**config.mk**
```make
export PLATFORM = sky130hd
export DESIGN_NAME = dma_reader
export DESIGN_NICKNAME = d
export VERILOG_FILES = /design/src/rtl/pdh_axi_pkg.sv /design/src/rtl/sync_fifo.sv /design/src/rtl/dma_reader.sv
export SDC_FILE = /design/constraint.sdc
export NUM_CORES = 2
export LEC_CHECK = 0
export BUFFER_PORTS_ARGS = -buffer_cell sky130_fd_sc_hd__buf_2
export CORE_UTILIZATION = 45
export CTS_BUF_LIST = sky130_fd_sc_hd__clkbuf_2
export DETAILED_ROUTE_END_ITERATION = 10
export GPL_TIMING_DRIVEN = 1
export PLACE_DENSITY = 0.65
export SLEW_MARGIN = 5
export SYNTH_ARGS = -nofsm -noshare
export SYNTH_HDL_FRONTEND = slang
export SYNTH_HIERARCHICAL = 1
export SYNTH_SLANG_ARGS = --single-unit
```
**constraint.sdc**
```tcl
create_clock -name aclk -period 16.45 [get_ports aclk]
set_input_delay 0 -clock aclk [delete_from_list [all_inputs] [get_ports aclk]]
set_output_delay 0 -clock aclk [all_outputs]
set_load 0.1 [all_outputs]
```
**src/rtl/pdh_axi_pkg.sv**
```systemverilog
// Shared AXI3 constants and the read-DMA state encoding for the HP0 masters.
package pdh_axi_pkg;

  localparam logic [1:0] AXI_BURST_INCR = 2'b01;
  localparam logic [2:0] AXI_SIZE_8B    = 3'b011;
  localparam logic [1:0] AXI_RESP_OKAY  = 2'b00;

  typedef enum logic [1:0] {
    IDLE  = 2'd0,
    ADDR  = 2'd1,
    DATA  = 2'd2,
    DRAIN = 2'd3
  } dma_rd_state_t;

endpackage

```
**src/rtl/sync_fifo.sv**
```systemverilog
// Single-clock FIFO with a registered head: a pushed word becomes visible the cycle after the push.
module sync_fifo #(
  parameter int DATA_WIDTH = 64,
  parameter int FIFO_DEPTH = 64
) (
  input  logic                          clk,
  input  logic                          rst,
  input  logic                          push_i,
  input  logic [DATA_WIDTH-1:0]         wdata_i,
  input  logic                          pop_i,
  output logic [DATA_WIDTH-1:0]         rdata_o,
  output logic                          full_o,
  output logic                          empty_o,
  output logic [$clog2(FIFO_DEPTH):0]   count_o
);

  localparam int AW = $clog2(FIFO_DEPTH);
  localparam int CW = AW + 1;

  logic [DATA_WIDTH-1:0] mem_q [FIFO_DEPTH];
  logic [AW-1:0]         wr_ptr_q, wr_ptr_d;
  logic [AW-1:0]         rd_ptr_q, rd_ptr_d;
  logic [CW-1:0]         count_q, count_d;
  logic                  do_pop;

  assign do_pop  = pop_i && !empty_o;
  assign full_o  = (count_q == CW'(FIFO_DEPTH));
  assign empty_o = (count_q == '0);
  assign count_o = count_q;
  assign rdata_o = mem_q[rd_ptr_q];

  always_comb begin
    wr_ptr_d = wr_ptr_q;
    rd_ptr_d = rd_ptr_q;
    count_d  = count_q;
    if (push_i) wr_ptr_d = wr_ptr_q + AW'(1);
    if (do_pop) rd_ptr_d = rd_ptr_q + AW'(1);
    case ({push_i, do_pop})
      2'b10:   count_d = count_q + CW'(1);
      2'b01:   count_d = count_q - CW'(1);
      default: count_d = count_q;
    endcase
  end

  always_ff @(posedge clk) begin
    if (rst) begin
      wr_ptr_q <= '0;
      rd_ptr_q <= '0;
      count_q  <= '0;
    end else begin
      wr_ptr_q <= wr_ptr_d;
      rd_ptr_q <= rd_ptr_d;
      count_q  <= count_d;
    end
  end

  // Storage carries no reset; only the pointers define what is valid.
  always_ff @(posedge clk) begin
    if (push_i) mem_q[wr_ptr_q] <= wdata_i;
  end

  property p_no_overflow;
    @(posedge clk) disable iff (rst) !(push_i && full_o && !pop_i);
  endproperty
  assert property (p_no_overflow);

endmodule

```
**src/rtl/dma_reader.sv**
```systemverilog
// AXI3 read master: fetches num_bursts fixed INCR bursts from DDR into a FIFO and streams them out.
module dma_reader
  import pdh_axi_pkg::*;
#(
  parameter int DATA_WIDTH = 64,
  parameter int BURST_LEN  = 16,
  parameter int FIFO_DEPTH = 64
) (
  input  logic                  aclk,
  input  logic                  rst_i,
  input  logic                  start_i,
  input  logic [31:0]           base_addr_i,
  input  logic [15:0]           num_bursts_i,
  output logic                  busy_o,
  output logic                  done_o,
  output logic                  err_o,
  output logic [31:0]           m_axi_araddr,
  output logic [3:0]            m_axi_arlen,
  output logic [2:0]            m_axi_arsize,
  output logic [1:0]            m_axi_arburst,
  output logic                  m_axi_arvalid,
  input  logic                  m_axi_arready,
  input  logic [DATA_WIDTH-1:0] m_axi_rdata,
  input  logic [1:0]            m_axi_rresp,
  input  logic                  m_axi_rlast,
  input  logic                  m_axi_rvalid,
  output logic                  m_axi_rready,
  output logic [DATA_WIDTH-1:0] data_o,
  output logic                  valid_o,
  input  logic                  ready_i
);

  localparam int OFF_W  = $clog2(BURST_LEN * 8);
  localparam int BEAT_W = $clog2(BURST_LEN + 1);
  localparam int CNT_W  = $clog2(FIFO_DEPTH) + 1;
  localparam logic [31:0]       BURST_BYTES = 32'(BURST_LEN * 8);
  localparam logic [BEAT_W-1:0] LAST_BEAT   = BEAT_W'(BURST_LEN - 1);
  localparam logic [CNT_W-1:0]  DEPTH_C     = CNT_W'(FIFO_DEPTH);
  localparam logic [CNT_W-1:0]  LEN_C       = CNT_W'(BURST_LEN);

  dma_rd_state_t     state_q, state_d;
  logic [31:0]       base_q, base_d;
  logic [15:0]       num_q, num_d;
  logic [15:0]       idx_q, idx_d;
  logic [BEAT_W-1:0] beat_q, beat_d;
  logic              err_q, err_d;

  logic              fifo_full, fifo_empty;
  logic [CNT_W-1:0]  fifo_count;
  logic              space_ok, r_hs, last_beat, burst_end, pop;

  // Free space can only grow while in ADDR (no pushes there), so arvalid stays up once raised.
  assign space_ok  = !fifo_full && ((DEPTH_C - fifo_count) >= LEN_C);
  assign r_hs      = (state_q == DATA) && m_axi_rvalid;
  assign last_beat = (beat_q == LAST_BEAT);
  assign burst_end = r_hs && (m_axi_rlast || last_beat);
  assign pop       = valid_o && ready_i;

  assign busy_o        = (state_q != IDLE);
  assign done_o        = (state_q == DRAIN) && fifo_empty;
  assign err_o         = err_q;
  assign m_axi_araddr  = base_q + 32'(idx_q) * BURST_BYTES;
  assign m_axi_arlen   = 4'(BURST_LEN - 1);
  assign m_axi_arsize  = AXI_SIZE_8B;
  assign m_axi_arburst = AXI_BURST_INCR;
  assign m_axi_arvalid = (state_q == ADDR) && space_ok;
  assign m_axi_rready  = (state_q == DATA);
  assign valid_o       = !fifo_empty;

  always_comb begin
    state_d = state_q;
    base_d  = base_q;
    num_d   = num_q;
    idx_d   = idx_q;
    beat_d  = beat_q;
    err_d   = err_q;
    case (state_q)
      IDLE: begin
        if (start_i) begin
          base_d = base_addr_i;
          num_d  = num_bursts_i;
          idx_d  = '0;
          beat_d = '0;
          err_d  = 1'b0;
          if (base_addr_i[OFF_W-1:0] != '0) begin
            err_d   = 1'b1;
            state_d = DRAIN;
          end else if (num_bursts_i == '0) begin
            state_d = DRAIN;
          end else begin
            state_d = ADDR;
          end
        end
      end
      ADDR: begin
        if (m_axi_arvalid && m_axi_arready) state_d = DATA;
      end
      DATA: begin
        if (r_hs) begin
          if ((m_axi_rresp != AXI_RESP_OKAY) || (m_axi_rlast != last_beat)) err_d = 1'b1;
          if (burst_end) begin
            beat_d  = '0;
            idx_d   = idx_q + 16'd1;
            state_d = (({1'b0, idx_q} + 17'd1) == {1'b0, num_q}) ? DRAIN : ADDR;
          end else begin
            beat_d = beat_q + BEAT_W'(1);
          end
        end
      end
      DRAIN: begin
        if (fifo_empty) state_d = IDLE;
      end
      default: state_d = IDLE;
    endcase
  end

  always_ff @(posedge aclk) begin
    if (rst_i) begin
      state_q <= IDLE;
      base_q  <= '0;
      num_q   <= '0;
      idx_q   <= '0;
      beat_q  <= '0;
      err_q   <= 1'b0;
    end else begin
      state_q <= state_d;
      base_q  <= base_d;
      num_q   <= num_d;
      idx_q   <= idx_d;
      beat_q  <= beat_d;
      err_q   <= err_d;
    end
  end

  sync_fifo #(
    .DATA_WIDTH (DATA_WIDTH),
    .FIFO_DEPTH (FIFO_DEPTH)
  ) u_fifo (
    .clk     (aclk),
    .rst     (rst_i),
    .push_i  (r_hs),
    .wdata_i (m_axi_rdata),
    .pop_i   (pop),
    .rdata_o (data_o),
    .full_o  (fifo_full),
    .empty_o (fifo_empty),
    .count_o (fifo_count)
  );

endmodule
```
**Word-level counts from Yosys, hierarchy flattened**

Memories as Yosys holds them, arrays and structs flattened. A register that Yosys moved wholly into a read port is not among the register bits.
Index checks and enable logic that the tools add are counted.

- Mux-type cells: 27
- Equal/unequal tests: 15
- Reduce and logical (&&, ||, !) cells: 25
- Magnitude comparators: 1
- $add $sub $neg: 9

Operators with widths:

| operator | count |
|---|---|
| $mux W16 | 3 |
| $add A32 B23 Y32 | 1 |
| $pmux W16 S2 | 1 |
| $add A16 B1 Y17 const B | 1 |
| $eq A17 B16 Y1 | 1 |
| $add A16 B1 Y16 const B | 1 |
| $logic_not A16 Y1 | 1 |
| $mux W2 | 8 |
| $mux W5 | 3 |
| $pmux W7 S2 | 1 |
| $add A6 B1 Y6 const B | 2 |
| $mux W6 | 2 |
| $pmux W5 S2 | 1 |
| $logic_and A1 B1 Y1 | 8 |
| $ne A2 B1 Y1 const B | 4 |
| $pmux W2 S4 | 1 |
| $reduce_and A4 Y1 | 2 |
| $reduce_bool A2 Y1 | 4 |
| $add A7 B1 Y7 const B | 1 |
| $eq A7 B7 Y1 const B | 1 |
| $ge A7 B5 Y1 const B | 1 |
| $logic_not A7 Y1 | 1 |
| $reduce_bool A7 Y1 | 1 |
| $sub A7 B1 Y7 const B | 1 |
| other kinds (15) | 26 |

- Bits in registers: 91
- Output and inout port bits: 111
- Memories kept: 1
- Bits of input ports: 121
- Memory bits (writable): 4,096

Memory list:

| memory | words | bits a word | rd ports | clocked after memory_dff | wr ports | line | text |
|---|---|---|---|---|---|---|---|
| u_fifo.mem_q | 64 | 64 | 1 | 1 | 1 | sync_fifo.sv:20 | `logic [DATA_WIDTH-1:0] mem_q [FIFO_DEPTH];` |

**Logic depth before layout (Yosys ltp)**

- Depth after elaboration: 7
- Mapped depth: 15
- Gate-level depth less buffers: 12

**Hierarchy**

The synthesis kept the hierarchy.

By module, submodules not included:

| module | cells each | seq. area each (um2) | times used | area each (um2) |
|---|---|---|---|---|
| sync_fifo | 6,723 | 123,498.4 | 1 | 156,468.8 |
| dma_reader | 604 | 1,441.4 | 1 | 4,431.8 |

**Worst setup path after synthesis**

OpenSTA, ideal clock, no wires.

- Kind: reg-to-reg
- Start: register state_q[0]
- End: memory u_fifo.mem_q[40][0] (enable)
- Slack: 8.986 ns
- Data arrival time: 6.899 ns
- Stages on the path, launching flop included: 10
- Path buffers: 3
- Required time: 15.885 ns
- Cell sequence: dfxtp_1 > clkbuf_1 > nor2b_1 > clkbuf_1 > and2_1 > clkbuf_1 > inv_1 > nor2_1 > nand2_1 > nor3_1

- Word-level cells in the longest chain between the ends: 4

Ends and longest elaborated chain:

| element | line | text |
|---|---|---|
| start, declared | dma_reader.sv:41 | `dma_rd_state_t state_q, state_d;` |
| start signal, assigned | dma_reader.sv:126 | `state_q <= state_d;` |
| $eq A2 B2 Y1 | n/a |  |
| net m_axi_rready | dma_reader.sv:27 | `output logic m_axi_rready,` |
| $logic_and A1 B1 Y1 | dma_reader.sv:54 | `assign r_hs = (state_q == DATA) && m_axi_rvalid;` |
| net r_hs | dma_reader.sv:50 | `logic space_ok, r_hs, last_beat, burst_end, pop;` |
| $mux W1 | sync_fifo.sv:59 | `if (push_i) mem_q[wr_ptr_q] <= wdata_i;` |
| $mux W1 (not written as such) | sync_fifo.sv:59 |  |
| end, declared | sync_fifo.sv:20 |  |

The timed path passes the listed nets, and every way through them passes these cells.

==> results.py <==
metrics = {
    "routing": {
        "dr.pass1.iters": 9,
        "vias": 86200,
        "postRouteWirelength_um": 440000,
        "avgRoutedWirePerCell_um": 30.5,
        "post_drt_via_cell_ratio": 5.97,
        "detail_route_antenna_nets": 0,
        "drt_iter0_drc": 10600,
        "drcViolationCount": 48,
    },
    "synth": {
        "synth_flop_cell": "sky130_fd_sc_hd__edfxtp_1",
        "synth_common_cells": "sky130_fd_sc_hd__edfxtp_1, sky130_fd_sc_hd__mux4_2, sky130_fd_sc_hd__nand2_1, sky130_fd_sc_hd__o22ai_1, sky130_fd_sc_hd__clkbuf_1",
        "post_synthesis_sequential_area_ratio_pct": 77.7,
        "ys_warn_count": 6,
        "synth_cell_type_count": 72,
        "postSynthCellCount": 7327,
        "synth_area_per_cell_um2": 22.0,
        "synth.cell_area_um2": 161000,
        "asyncSetResetFlopFracSynth_pct": 0,
        "yosysMostFrequentCell": "sky130_fd_sc_hd__edfxtp_1",
        "yosys.area.top_type_share_pct": 76.4,
        "synth_enable_flop_cells": 4096,
        "register_bit_count_reported_by_yosys": 4193,
        "dominant_cell_type_by_area_after_synthesis": "sky130_fd_sc_hd__edfxtp_1",
        "synth_area_leaders": "sky130_fd_sc_hd__edfxtp_1, sky130_fd_sc_hd__mux4_2, sky130_fd_sc_hd__dfxtp_1",
    },
    "clock_network": {
        "clock_tree.htree_level_count": 7,
        "post-cts-setup-buffers": 0,
        "cts_buffers": 1122,
        "cts_repair_resize_count": 0,
        "root_buffer": "sky130_fd_sc_hd__clkbuf_2",
        "numClockSinks": 4193,
        "clock_path_buffers": 5,
        "clock_tree_from_tritoncts": "built",
        "clk_transition_reported_paths_ns": 0.10,
        "later_pin_clock_latency_in_the_skew_report_ns": 2.26,
    },
    "global_routing": {
        "grt_first_pass_wirelength_um": 625000,
        "groute.usage.overall_pct": 24.7,
        "number_of_antenna_violations_at_the_first_check_in_global_routing": 13,
        "grt_pass1_vias": 88600,
        "globalRoute.totalOverflow": 0,
        "grt_max_degree": 144,
    },
    "die": {
        "die_x_um": 600,
        "std_cell_rows": 219,
        "core_area_um2": 356000,
        "die_h_um": 600,
        "initial_utilization_pct": 45.2,
        "pin_count": 232,
        "die_area_um2": 360000,
    },
    "setup_path": {
        "cp.required_ns": 16.45,
        "r2r-start": "state_q[1]$_SDFFE_PP0P_",
        "cp_num_buf_inv": 6,
        "slowest_stage": "sky130_fd_sc_hd__dfxtp_4",
        "timing.rr.end": "u_fifo/mem_q[62][29]$_DFFE_PP_",
        "crit_path_end_kind": "output pin",
        "cp_max_fo": 69,
        "rr_worst_depth": 8,
        "worstSetupPathType": "register to output pin",
        "crit_path_arrival_time_ns": 8.55,
        "cp_cell_sequence": "buf_4 -> buf_4 -> buf_4 -> buf_4 -> buf_4 -> mux4_2 -> mux2_2 -> o211ai_1 -> a2bb2oi_1 -> buf_2",
        "critPathLaunchType": "register",
        "timing.critical_path.mode_cell": "sky130_fd_sc_hd__buf_4",
        "timing.critical_path.slowest_cell_delay_ns": 0.89,
        "crit_family": "buffers and inverters",
        "setup.reg_to_reg.worst_slack_ns": 10.79,
    },
    "run": {
        "cap_viol_max_count": 0,
    },
    "sta": {
        "rsz0062_at_grt": "no",
        "post_route_fraction_of_the_period_consumed_by_the_critical_path_pct": 52.0,
        "max_slew_headroom_at_the_worst_pin_pct": 10.3,
        "skew_ns": 0.329,
        "fin_setup_tns_ns": 0,
        "fin_ws_ns": 7.90,
        "max_slew.worst_pin.slew_ns": 1.34,
        "slew_viol_final": 0,
        "fin_worst_hold_slack_ns": 0.233,
        "final_setup_violations": 0,
        "timing.final.crit_period_ns": 8.55,
        "report.final.hold_viol_count": 0,
        "timing.fmax_mhz": 117,
    },
    "min_path": {
        "min_path_type": "input pin to register",
        "hp-start": "m_axi_rdata[34]",
        "worstHoldPathCells": 5,
        "hold_end": "u_fifo/mem_q[28][34]$_DFFE_PP_",
    },
    "run_status": {
        "run_status": "finished with violations",
        "violations_in_the_final_reports": "design-rule violations",
    },
    "placed_design": {
        "dp.cells": 12100,
        "io_buffer_count": 222,
        "dpl_worst_slack_ns": 9.84,
        "post-dp-hpwl_um": 227000,
        "gp_routability_congestion": 0.782,
    },
    "power_and_ir_drop": {
        "swShare_pct": 23.6,
        "power.density_nw_per_um2": 105,
        "largest_vdd_supply_drop_v": 0.0000649,
        "pwr-share-seq_pct": 61.1,
        "cell_internal_pwr_uw": 14700,
        "clock_power_share_pct": 35.4,
        "power.leakage_uw": 0.0580,
        "p_sw_uw": 4540,
        "p_comb_share_pct": 3.6,
    },
    "finish": {
        "finish.utilization_pct": 51.5,
        "instances_no_fill": 14400,
        "nets": 9151,
        "post_route_cells_drive_above_1_share_pct": 33.9,
        "layout-area-overhead-vs-synth_pct": 14.0,
    },
}
-- per-layer routing --
| metal | up-vias | GRT usage [%] | share of wire (%) |
|---|---|---|---|
| met4 | 4 | 9.75 | 3.1 |
| met2 | 4940 | 39.6 | 49 |
| met1 | 45500 | 32.7 | 38 |
| li1 | 34900 | - | - |
| met5 | - | 0 | 0.0059 |
| met3 | 857 | 5.97 | 10 |
-- worst max path at each step --
stage | end | slack [ns] | cells after the start
5_1_grt | data_o[45] | 7.47 | 10
2_1_floorplan | u_fifo/mem_q[40][0]$_DFFE_PP_ | 8.99 | 9
4_1_cts | data_o[53] | 7.50 | 10
3_3_place_gp | data_o[45] | 9.87 | 11
6_report | data_o[53] | 7.90 | 10
3_5_place_dp | data_o[53] | 9.84 | 10
-- tightest hold or removal path, cell delays in order --
cell and delay [ns]:
sky130_fd_sc_hd__dlygate4sd3_1 0.56, sky130_fd_sc_hd__dlygate4sd3_1 0.58, sky130_fd_sc_hd__dlygate4sd3_1 0.59, sky130_fd_sc_hd__buf_2 0.17, sky130_fd_sc_hd__buf_12 0.20
-- final cells by class --
| cell class | instances | area [µm²] |
|---|---|---|
| fillers | 28200 | 173000 |
| flip-flops and latches | 4193 | 125000 |
| multi-input cells | 2695 | 34200 |
| repair buffers | 975 | 9130 |
| clock buffers | 1550 | 7760 |
| well taps | 4751 | 5940 |
| clock inverters | 218 | 1250 |
| inverters | 17 | 63.8 |
| diodes | 24 | 60.1 |
-- through the flow --
stage | area, µm² | power (µW)
floorplan | 161000 | 12300
finish | 183000 | 19200
global route | 183000 | 19900
CTS | 183000 | 19400
detailed placement | 168000 | 12500
global placement | 168000 | 12500
-- cells in the final DEF (no fill, tap or decap), drive strengths merged, types with 7 or more instances in the layout --
cell         instances
nand2b              66
o211ai              50
and2                 7
mux4              1030
clkbuf            1550
nand3              109
o21ai               42
buf                487
a221oi               9
nor3                16
ha                  25
nor4                65
a211oi              13
nand4               14
edfxtp            4096
inv                 40
dfxtp               97
dlygate4sd3        488
o22a                 7
xor2                25
nand2              298
mux2                50
a22oi               16
mux2i              145
xnor2               31
conb                 9
a21oi              105
a21o                10
diode               24
nor2               155
and3                11
o22ai              244
nor2b               17
a2bb2oi             47
clkinv             178
o221ai              11
bufinv              15
-- kinds of logic after synthesis --
family          share of synthesized area (%)
mux                                      15.7
buf+inv                                  1.45
simple gates                             2.29
compound gates                           2.43
fa+ha+maj                               0.207
other cells                           0.00467
xor+xnor                                0.305
flops                                    77.7
-- registers in the layout, summed over array words and instances, names as in the netlist, named ones only --
signal           count
u_fifo/count_o       7
u_fifo/rd_ptr_q      6
state_q              2
beat_q               5
idx_q               16
u_fifo/wr_ptr_q      6
num_q               16
u_fifo/mem_q      4096
base_q              32
err_o                1
-- power by group through the flow --
stage / clock (µW) / sequential [µW] / combinational (µW)
CTS: 6980 / 11700 / 682
floorplan: 0 / 12000 / 292
detailed placement: 0 / 12000 / 527
finish: 6800 / 11700 / 685
global route: 7480 / 11700 / 729
global placement: 0 / 12000 / 510
-- timing repair --
action,in CTS,in global routing
endpoints found under the setup margin,0,0
hold endpoints to repair,6023,0
hold buffers,553,0
No activity file was read; power rests on OpenSTA's default activity.
